<file path="config.mk">
export PLATFORM = sky130hd
export DESIGN_NAME = router_read_arbiter_flat
export DESIGN_NICKNAME = d
export VERILOG_FILES = /design/src/rtl/router_read_arbiter_if.sv /design/src/rtl/router_read_arbiter.sv /design/src/flat_wrapper.sv
export SDC_FILE = /design/constraint.sdc
export NUM_CORES = 1
export LEC_CHECK = 0
export CAP_MARGIN = 0
export CORE_MARGIN = 2
export CORE_UTILIZATION = 35
export DETAILED_ROUTE_END_ITERATION = 6
export GPL_TIMING_DRIVEN = 1
export PLACE_DENSITY_LB_ADDON = 0.12
export SLEW_MARGIN = 20
export SYNTH_ARGS = -nofsm -noshare
export SYNTH_HDL_FRONTEND = slang
export SYNTH_SLANG_ARGS = --single-unit
</file>
<file path="constraint.sdc">
create_clock -name clk -period 2.55 [get_ports clk]
set_clock_uncertainty 0.15 [all_clocks]
set_input_delay 0.3825 -clock clk [delete_from_list [all_inputs] [get_ports clk]]
set_output_delay 0.3825 -clock clk [all_outputs]
set_load 0.02 [all_outputs]
</file>
<file path="src/rtl/router_read_arbiter_if.sv">
// Bundle between the three FIFO read ports, the read arbiter and the output link.
// The master side is the arbiter; the slave side is the FIFOs plus the downstream sink.
interface router_read_arbiter_if #(
  parameter int WIDTH = 8
);
  logic [2:0]       fifo_empty;
  logic [WIDTH-1:0] fifo_dout_0;
  logic [WIDTH-1:0] fifo_dout_1;
  logic [WIDTH-1:0] fifo_dout_2;
  logic [2:0]       read_enb;
  logic             out_ready;
  logic [WIDTH-1:0] data_out;
  logic             data_valid;
  logic             grant_valid;
  logic [1:0]       grant;
  logic [2:0]       soft_reset;

  modport master (
    input  fifo_empty, fifo_dout_0, fifo_dout_1, fifo_dout_2, out_ready,
    output read_enb, data_out, data_valid, grant_valid, grant, soft_reset
  );

  modport slave (
    output fifo_empty, fifo_dout_0, fifo_dout_1, fifo_dout_2, out_ready,
    input  read_enb, data_out, data_valid, grant_valid, grant, soft_reset
  );
endinterface

</file>
<file path="src/rtl/router_read_arbiter.sv">
// Output-side scheduler of the 1x3 router. Grants the three destination FIFOs
// round-robin, one whole packet at a time (header, payload, parity), and aborts
// a granted packet with a one-cycle soft reset when the output link stalls too long.
module router_read_arbiter #(
  parameter int WIDTH   = 8,
  parameter int TIMEOUT = 30,
  parameter int TCNT_W  = 8
) (
  input logic                   clk,
  input logic                   reset,
  router_read_arbiter_if.master bus
);

  // One extra bit so that a maximum-length header plus parity does not wrap.
  localparam int REM_W = WIDTH - 1;
  localparam logic [TCNT_W-1:0] TCNT_LAST = TCNT_W'(TIMEOUT - 1);

  typedef enum logic [1:0] {
    IDLE = 2'd0,
    XFER = 2'd1,
    GAP  = 2'd2
  } state_t;

  state_t           state;
  state_t           state_next;
  logic [1:0]       rr_ptr;
  logic [1:0]       grant_q;
  logic [REM_W-1:0] remaining;
  logic             hdr_seen;
  logic [TCNT_W-1:0] tcnt;
  logic [2:0]       soft_reset_q;

  logic [1:0]       cand0;
  logic [1:0]       cand1;
  logic [1:0]       pick;
  logic             pick_valid;
  logic [WIDTH-1:0] head_word;
  logic             head_empty;
  logic             transfer;
  logic             abort;
  logic [WIDTH-1:0] data_out_c;
  logic             data_valid_c;
  logic             grant_valid_c;
  logic [2:0]       read_enb_c;

  function automatic logic [1:0] next_idx(input logic [1:0] idx);
    return (idx == 2'd2) ? 2'd0 : idx + 2'd1;
  endfunction

  function automatic logic [2:0] onehot(input logic [1:0] idx);
    case (idx)
      2'd0:    return 3'b001;
      2'd1:    return 3'b010;
      default: return 3'b100;
    endcase
  endfunction

  function automatic logic bit_at(input logic [2:0] vec, input logic [1:0] idx);
    case (idx)
      2'd0:    return vec[0];
      2'd1:    return vec[1];
      default: return vec[2];
    endcase
  endfunction

  // Pick the first non-empty FIFO after the last served one, wrapping back to it last.
  always_comb begin
    cand0      = next_idx(rr_ptr);
    cand1      = next_idx(cand0);
    pick_valid = ~&bus.fifo_empty;
    pick       = rr_ptr;
    if (!bit_at(bus.fifo_empty, cand0)) begin
      pick = cand0;
    end else if (!bit_at(bus.fifo_empty, cand1)) begin
      pick = cand1;
    end
  end

  // Select the head word and empty flag of the currently granted FIFO.
  always_comb begin
    case (grant_q)
      2'd0:    head_word = bus.fifo_dout_0;
      2'd1:    head_word = bus.fifo_dout_1;
      default: head_word = bus.fifo_dout_2;
    endcase
    head_empty = bit_at(bus.fifo_empty, grant_q);
  end

  // Next-state and output decode: only XFER drives the link, GAP lets fifo_empty settle.
  always_comb begin
    state_next    = state;
    data_out_c    = '0;
    data_valid_c  = 1'b0;
    grant_valid_c = 1'b0;
    read_enb_c    = 3'b000;
    transfer      = 1'b0;
    abort         = 1'b0;
    case (state)
      IDLE: begin
        if (pick_valid) begin
          state_next = XFER;
        end
      end
      XFER: begin
        grant_valid_c = 1'b1;
        data_out_c    = head_word;
        data_valid_c  = !head_empty;
        transfer      = data_valid_c & bus.out_ready;
        if (transfer) begin
          read_enb_c = onehot(grant_q);
        end
        if (transfer && hdr_seen && (remaining == REM_W'(1))) begin
          state_next = GAP;
        end else if (!transfer && (tcnt == TCNT_LAST)) begin
          abort      = 1'b1;
          state_next = IDLE;
        end
      end
      GAP: begin
        state_next = IDLE;
      end
      default: begin
        state_next = IDLE;
      end
    endcase
  end

  // State register.
  always_ff @(posedge clk or posedge reset) begin
    if (reset) begin
      state <= IDLE;
    end else begin
      state <= state_next;
    end
  end

  // Packet bookkeeping: grant, word countdown, stall timer, round-robin pointer, abort pulse.
  always_ff @(posedge clk or posedge reset) begin
    if (reset) begin
      rr_ptr       <= 2'd2;
      grant_q      <= 2'd0;
      remaining    <= '0;
      hdr_seen     <= 1'b0;
      tcnt         <= '0;
      soft_reset_q <= 3'b000;
    end else begin
      soft_reset_q <= 3'b000;
      case (state)
        IDLE: begin
          if (pick_valid) begin
            grant_q  <= pick;
            hdr_seen <= 1'b0;
            tcnt     <= '0;
          end
        end
        XFER: begin
          if (transfer) begin
            tcnt <= '0;
            if (!hdr_seen) begin
              hdr_seen  <= 1'b1;
              remaining <= REM_W'(head_word[WIDTH-1:2]) + REM_W'(1);
            end else begin
              remaining <= remaining - REM_W'(1);
            end
          end else if (abort) begin
            tcnt         <= '0;
            soft_reset_q <= onehot(grant_q);
            rr_ptr       <= grant_q;
          end else begin
            tcnt <= tcnt + TCNT_W'(1);
          end
        end
        GAP: begin
          rr_ptr <= grant_q;
        end
        default: begin
          rr_ptr <= rr_ptr;
        end
      endcase
    end
  end

  assign bus.read_enb    = read_enb_c;
  assign bus.data_out    = data_out_c;
  assign bus.data_valid  = data_valid_c;
  assign bus.grant_valid = grant_valid_c;
  assign bus.grant       = grant_q;
  assign bus.soft_reset  = soft_reset_q;

endmodule

</file>
<file path="src/flat_wrapper.sv">
// flat-port wrapper written by rule: the top's interface ports become plain ports
module router_read_arbiter_flat 
#(
  parameter int WIDTH   = 8,
  parameter int TIMEOUT = 30,
  parameter int TCNT_W  = 8
)
  (clk, reset, bus_fifo_empty, bus_fifo_dout_0, bus_fifo_dout_1, bus_fifo_dout_2, bus_out_ready, bus_read_enb, bus_data_out, bus_data_valid, bus_grant_valid, bus_grant, bus_soft_reset);
  router_read_arbiter_if #(.WIDTH(WIDTH)) bus_i ();
  input logic clk;
  input logic reset;
  input wire logic [$bits(bus_i.fifo_empty)-1:0] bus_fifo_empty;
  input wire logic [$bits(bus_i.fifo_dout_0)-1:0] bus_fifo_dout_0;
  input wire logic [$bits(bus_i.fifo_dout_1)-1:0] bus_fifo_dout_1;
  input wire logic [$bits(bus_i.fifo_dout_2)-1:0] bus_fifo_dout_2;
  input wire logic [$bits(bus_i.out_ready)-1:0] bus_out_ready;
  output wire logic [$bits(bus_i.read_enb)-1:0] bus_read_enb;
  output wire logic [$bits(bus_i.data_out)-1:0] bus_data_out;
  output wire logic [$bits(bus_i.data_valid)-1:0] bus_data_valid;
  output wire logic [$bits(bus_i.grant_valid)-1:0] bus_grant_valid;
  output wire logic [$bits(bus_i.grant)-1:0] bus_grant;
  output wire logic [$bits(bus_i.soft_reset)-1:0] bus_soft_reset;
  assign bus_i.fifo_empty = bus_fifo_empty;
  assign bus_i.fifo_dout_0 = bus_fifo_dout_0;
  assign bus_i.fifo_dout_1 = bus_fifo_dout_1;
  assign bus_i.fifo_dout_2 = bus_fifo_dout_2;
  assign bus_i.out_ready = bus_out_ready;
  assign bus_read_enb = bus_i.read_enb;
  assign bus_data_out = bus_i.data_out;
  assign bus_data_valid = bus_i.data_valid;
  assign bus_grant_valid = bus_i.grant_valid;
  assign bus_grant = bus_i.grant;
  assign bus_soft_reset = bus_i.soft_reset;
  router_read_arbiter #(.WIDTH(WIDTH), .TIMEOUT(TIMEOUT), .TCNT_W(TCNT_W)) u_core (.clk(clk), .reset(reset), .bus(bus_i));
endmodule
</file>
==> results.md, run 1 <==
* Status: completed
* Fmax at 0.422 GHz
* Setup violations, final at 0
* Sw power at 1.17 mW
* Post-synth EDFFs at 0
* Core box area at between 5000 and 6000 um2
* Type of destination of the critical path: primary output
* Cts hold-fix bufs at 0
* IO buf count at 47
* Pint at 1.47 mW
* Max-slew headroom at 0.646
* Drt total wl at ~4800 um
* Post-CTS setup buffer count at 0
* Max-cap violations at 0
* Routed WL per cell at 13.7 um
* Final Cycle Share at 0.930
* Final hold viol count at 0
* Unique masters post-synth at 60
* DIE AREA at between 5000 and 6000 um2
* M3 GR Usage at 0.0282
* Power Dens Cells at 1000 nW/um2
* Register area at around 630 um2
* Post-synthesis sequential area ratio at 0.335
* CP startpoint: bus_fifo_empty[0]
* Least-Margin Pin Slew at roughly 530 ps
* DRT iter0 DRCs at a little over 100
* Pleak at 1.22 nW
* CTS root buf: clkbuf_8
* Flop pwr share at 0.259
* Synth Area per Inst at 8.95 um2
* GRT Residual Overflow at 0
* Multi-input logic area at 1160 um2
* Power Total at 2.64 mW
* Crit path DAT at 1840 ps
* Largest net degree at the start of global routing at 20
* Finished Core Util at 0.513
* Synth warnings at 0
* Clock buffer depth at 2
* Share of post-route cells with drive strength above 1 at 0.183
* Finished Cell Area at 2640 um2
* Clk pwr share at 0.094
* Fillers at between 500 and 600
* CP required at 2020 ps
* Met1 usage at 0.234
* Clock edge transition at the registers on the reported setup and hold paths at around 90 ps
* Post-layout minimum cycle time at 2370 ps
* CP Launch Type: input pin
* Power share of the combinational group at 0.647
* Chip Width at 77.1 um
* H-tree Lvls at 1
* Post-Synthesis Cell Area at approximately 1900 um2
* Syn-to-layout area delta at 41.1%
* Synth async-reset ratio at 1.00
* Die Ht at 77.1 um
* Vias in the first global route at 1734
* DRC at 0
* Reg-to-Reg Start: u_core.bus.grant[0]
* Top cell type's share of synthesized area at 0.321
* Area leader, netlist: dfrtp_1
* Global-route wire length before repair at 8330 um
* Detailed Place HPWL at 3810 um
* Routed via count at 1787
* Pins Over Slew Limit at 0
* Most area-consuming cells after synthesis: dfrtp_1 32%, ha_1 4.7%, mux2i_1 4.3%
* IR drop worst, VDD at 0.468 mV
* # nets final at 316
* Crit Path Class: in2out
* Initial DRT Pass Iterations at 4
* Placer Congestion at around 0.81
* Ys flop type: dfrtp_1
* RSZ-0062 raised after global routing: no
* Commonest non-fill, non-tap cells in the layout: 35 x clkdlybuf4s50_1, 26 x buf_4, 23 x dfrtp_1, 21 x nor2_1, 18 x nand2_1
* Crit path max fanout at 3
* Met2 GRT Util at 0.296
* Worst min path class: in2async
* Syn Inst Count at around 210
* CTS sink cnt at 25
* Via-per-instance ratio at approximately 5
* N_diodes at 0
* Post-route ant nets at 0
* Io pins at 48
* Rows at 26
* CTS tree: built
* Placed cell areas at 2580 um2
* Sw Share at 0.443
* Worst-Skew Late Latency at 270 ps
* Global routing's busiest layer: met2
* Num CTS Buffers at 3
* Antenna violations before repair at 0
* Post-synthesis sequential element count at 25
* Mapped Nets at 246
* GRT Resource Usage Total at 0.173
* Leading cell type in the layout, fill and taps excluded: clkdlybuf4s50_1
* Starting Density at 0.364
## sequential cells by signal, indices dropped and copies added, names as in the netlist
register,cells
u_core.bus.grant,2
u_core.bus.soft_reset,3
u_core.hdr_seen,1
u_core.remaining,7
u_core.rr_ptr,2
u_core.state,2
u_core.tcnt,8
## Yosys cell counts, types with 2 or more instances
library cell   n
a41oi_1        2
mux2i_1        8
nand3b_1       3
o21ai_0       10
o31a_1         2
a31oi_1        2
nor3_1         7
nand2_1       18
a21oi_1       13
nand3_1       11
nor3b_1        3
mux2i_4        2
inv_1         10
mux2_2         5
a211oi_1       2
nand2b_1       3
dfrtp_1       24
a22o_1         3
and2_1         3
clkbuf_1       3
nor2_1        21
buf_2          3
xnor2_1        3
o31ai_1        3
a21o_1         4
ha_1           7
## worst max-delay path: stages
cell	delay [ps]
clkdlybuf4s50_1	420
mux2_4	290
buf_4	140
mux2i_4	130
and2_1	140
dlygate4sd2_1	330
## per-stage QoR
step,setup TNS [ps],setup WS [ps],hold slack [ps],cells
final,0,179,195,348
after detailed placement,-216,-97.3,385,344
after global routing,0,64.5,215,348
after CTS,0,6.20,210,348
after floorplan,0,227,259,209
after global placement,-134,-62.9,373,344
## final timing paths
check / to / slack, ps / depth (start not counted)
worst max register to register: u_core.remaining[4] / 360 / 7
max in group asynchronous: u_core.rr_ptr[1] / 1520 / 3
min in group clk: u_core.tcnt[3] / 400 / 1
worst min-delay path: u_core.remaining[2] / 190 / 2
worst max-delay path: bus_data_valid / 180 / 6
worst min register to register: u_core.tcnt[3] / 400 / 1
## routing by layer
layer / up-vias / share of wire / wire (um)
li1: 908 / - / -
met1: 844 / 0.49 / 2340
met2: 30 / 0.47 / 2250
met3: 5 / 0.029 / 140
met4: 0 / 0.0065 / 31
met5: - / 0 / 0
## layout make-up
type | instances | area share
sequential | 25 | 0.238
tap | 70 | 0.0332
clock buffer | 4 | 0.0171
inverter | 11 | 0.0156
timing repair buffer | 73 | 0.255
multi-input combinational | 165 | 0.441
## timing repair
item,CTS,global route
resized for setup,8,6
endpoints found under the setup margin,12,6
pin swaps,0,0
## power by group through the flow
stage | clock, mW | sequential [mW] | combinational [mW]
3_3_place_gp | 0 | 0.688 | 1.74
5_1_grt | 0.278 | 0.715 | 1.90
2_1_floorplan | 0 | 0.662 | 1.11
4_1_cts | 0.257 | 0.685 | 1.73
3_5_place_dp | 0 | 0.691 | 1.74
6_report | 0.247 | 0.684 | 1.71
## cell families after synthesis
group | after synthesis | share of synthesized area
mux | 17 | 0.111
flops | 25 | 0.335
simple gates | 83 | 0.234
compound gates | 55 | 0.215
fa+ha+maj | 7 | 0.0468
buf+inv | 19 | 0.0441
xor+xnor | 3 | 0.0140
Note: power is estimated with default switching activity, not from simulation.
==> run 2, diff against run 1 <==
- GPL_TIMING_DRIVEN: 1 -> unset
- clock period: 2.55 -> 2.8 ns (I/O delays scaled with it)
==> run 2 against run 1 <==
Compared with the run above:
- power shrank 9.1%
- sequential power decreased by 13%
- critical endpoint is now bus_data_out[3]
- final cell count is 1.7% lower
- highest routed layer unchanged
- routed wire length increased by 1.3%
- largest cell class unchanged
- non-clock buffer count fell by 6
==> results.md, run 2 (same netlist as run 1, synthesis figures left out) <==
* Finished Core Util at 0.503
* Io pins at 48
* Status: completed
* Placer Congestion at a little under 0.8
* Detailed Place HPWL at 3760 um
* Fillers at 535
* Max-cap violations at 0
* Starting Density at 0.364
* H-tree Lvls at 1
* Sw Share at 0.447
* Global-route wire length before repair at 8140 um
* Setup tns final at 0 ps
* Reg-to-Reg Start: u_core.bus.grant[0]
* Drt total wl at slightly below 5000 um
* Rows at 26
* Clk pwr share at 0.092
* Worst R2R Path Depth at 8
* Pins Over Slew Limit at 0
* RSZ-0062 raised after global routing: no
* Crit path max fanout at 9
* Post-CTS setup buffer count at 0
* Fmax at 0.370 GHz
* Setup violations, final at 0
* IO buf count at 47
* CP peak stage delay at 540 ps
* Cts hold-fix bufs at 0
* Clock edge transition at the registers on the reported setup and hold paths at 90 ps
* Power Dens Cells at 927 nW/um2
* IR drop worst, VDD at just under 0.5 mV
* Crit-path leading delay family: buffers and inverters
* Via-per-instance ratio at 5.11
* Core box area at 5140 um2
* Post-layout minimum cycle time at 2700 ps
* GRT Residual Overflow at 0
* GRT Resource Usage Total at 0.166
* CTS root buf: clkbuf_8
* Worst-Skew Late Latency at between 200 and 300 ps
* Sw power at roughly 1.1 mW
* Die Ht at 77.1 um
* Max-slew headroom at 0.661
* DRC at 0
* Pleak at 1.09 nW
* Pint at 1.33 mW
* Largest net degree at the start of global routing at 26
* Final hold viol count at 0
* DRT iter0 DRCs at 110
* Critical-path cell list: buf_4, mux2_2, mux2i_1, nor2_1, clkdlybuf4s50_1
* Cell count along the critical path at 5
* Max reg flops at 8
* CTS sink cnt at 25
* Multi-input logic area at 1160 um2
* Syn-to-layout area delta at 38.3%
* Share of post-route cells with drive strength above 1 at 0.162
* CP startpoint: u_core.bus.grant[0]
* Antenna violations before repair at 0
* CP bufs+invs at 2
* Top reg by flops: u_core.tcnt
* Crit Path Class: reg2out
* Reg2Reg Setup Slack at 460 ps
* Leading cell type in the layout, fill and taps excluded: clkdlybuf4s50_1
* Vias in the first global route at 1662
* Final Cycle Share at 0.965
* CP required at 2230 ps
* Routed WL per cell at 14.1 um
* Worst min path class: in2async
* Routed via count at 1746
* Post-route ant nets at 0
* CP Launch Type: flip-flop
* R2r endpoint: u_core.remaining[4]
* Chip Width at about 77 um
* Type of destination of the critical path: primary output
* Post-cts resize count at 0
* Num CTS Buffers at 3
* Slowest-stage cell, CP: clkdlybuf4s50_1
* # nets final at 310
* Critical Path End: bus_data_out[3]
* CTS tree: built
* DIE AREA at 5950 um2
* Commonest non-fill, non-tap cells in the layout: 46 x clkdlybuf4s50_1, 24 x dfrtp_1, 21 x nor2_1, 20 x buf_4, 18 x nand2_1
* Crit path DAT at 2130 ps
* Power share of the combinational group at 0.661
* Initial DRT Pass Iterations at 4
* Least-Margin Pin Slew at 505 ps
* Register area at 627 um2
* Flop pwr share at 0.247
* N_diodes at 0
* Clock buffer depth at 2
==> run 2: how the worst min path moves through the flow <==
stage                        start                  endpoint  slack, ps  depth (start not counted)
floorplan                    reset       u_core.bus.grant[0]        300                          1
global placement    u_core.tcnt[3]            u_core.tcnt[3]        380                          1
detailed placement  u_core.tcnt[3]            u_core.tcnt[3]        370                          1
CTS                          reset  u_core.bus.soft_reset[0]        370                          3
global route                 reset       u_core.remaining[2]        410                          3
finish                       reset       u_core.remaining[4]        360                          3
==> run 2: final cells by class <==
type | count | area share
tap | 70 | 0.0339
inverter | 11 | 0.0160
timing repair buffer | 67 | 0.241
clock inverter | 1 | 0.00194
clock buffer | 3 | 0.0160
multi-input combinational | 165 | 0.449
sequential | 25 | 0.242
==> run 2: worst reg2reg max path, cell delays in order (launching register included) <==
cell and delay, ps:
dfrtp_1 410, buf_4 210, mux2_2 350, mux2i_1 270
inv_1 80, ha_1 240, nor3b_1 160, xnor2_1 120
o31a_1 240
==> run 2: power groups by stage <==
stage / combinational (mW) / clock (mW) / sequential [mW]
floorplan: 1.01 / 0 / 0.603
global placement: 1.58 / 0 / 0.594
detailed placement: 1.59 / 0 / 0.598
CTS: 1.60 / 0.226 / 0.591
global route: 1.74 / 0.242 / 0.609
finish: 1.59 / 0.220 / 0.592
==> run 2: metrics by stage <==
stage	std cells	worst slack, ps	area (um2)	hold WS, ps	power (mW)
global placement	338	89.9	2540	380	2.17
detailed placement	338	69.5	2540	373	2.19
CTS	342	48.5	2580	368	2.42
floorplan	209	477	1870	297	1.62
finish	342	98.0	2590	362	2.40
global route	342	1.67	2590	411	2.59
==> run 2: routing by layer <==
metal,wire (um),GRT usage
met4,28,0.0286
met5,0,0
met2,2260,0.271
met1,2310,0.238
met3,227,0.0224
==> run 3, diff against run 2 <==
- CTS_BUF_LIST: unset -> sky130_fd_sc_hd__clkbuf_8 sky130_fd_sc_hd__clkbuf_16
==> results of run 3 <==
No change in the layout: final DEF, timing and power equal those of run 2.
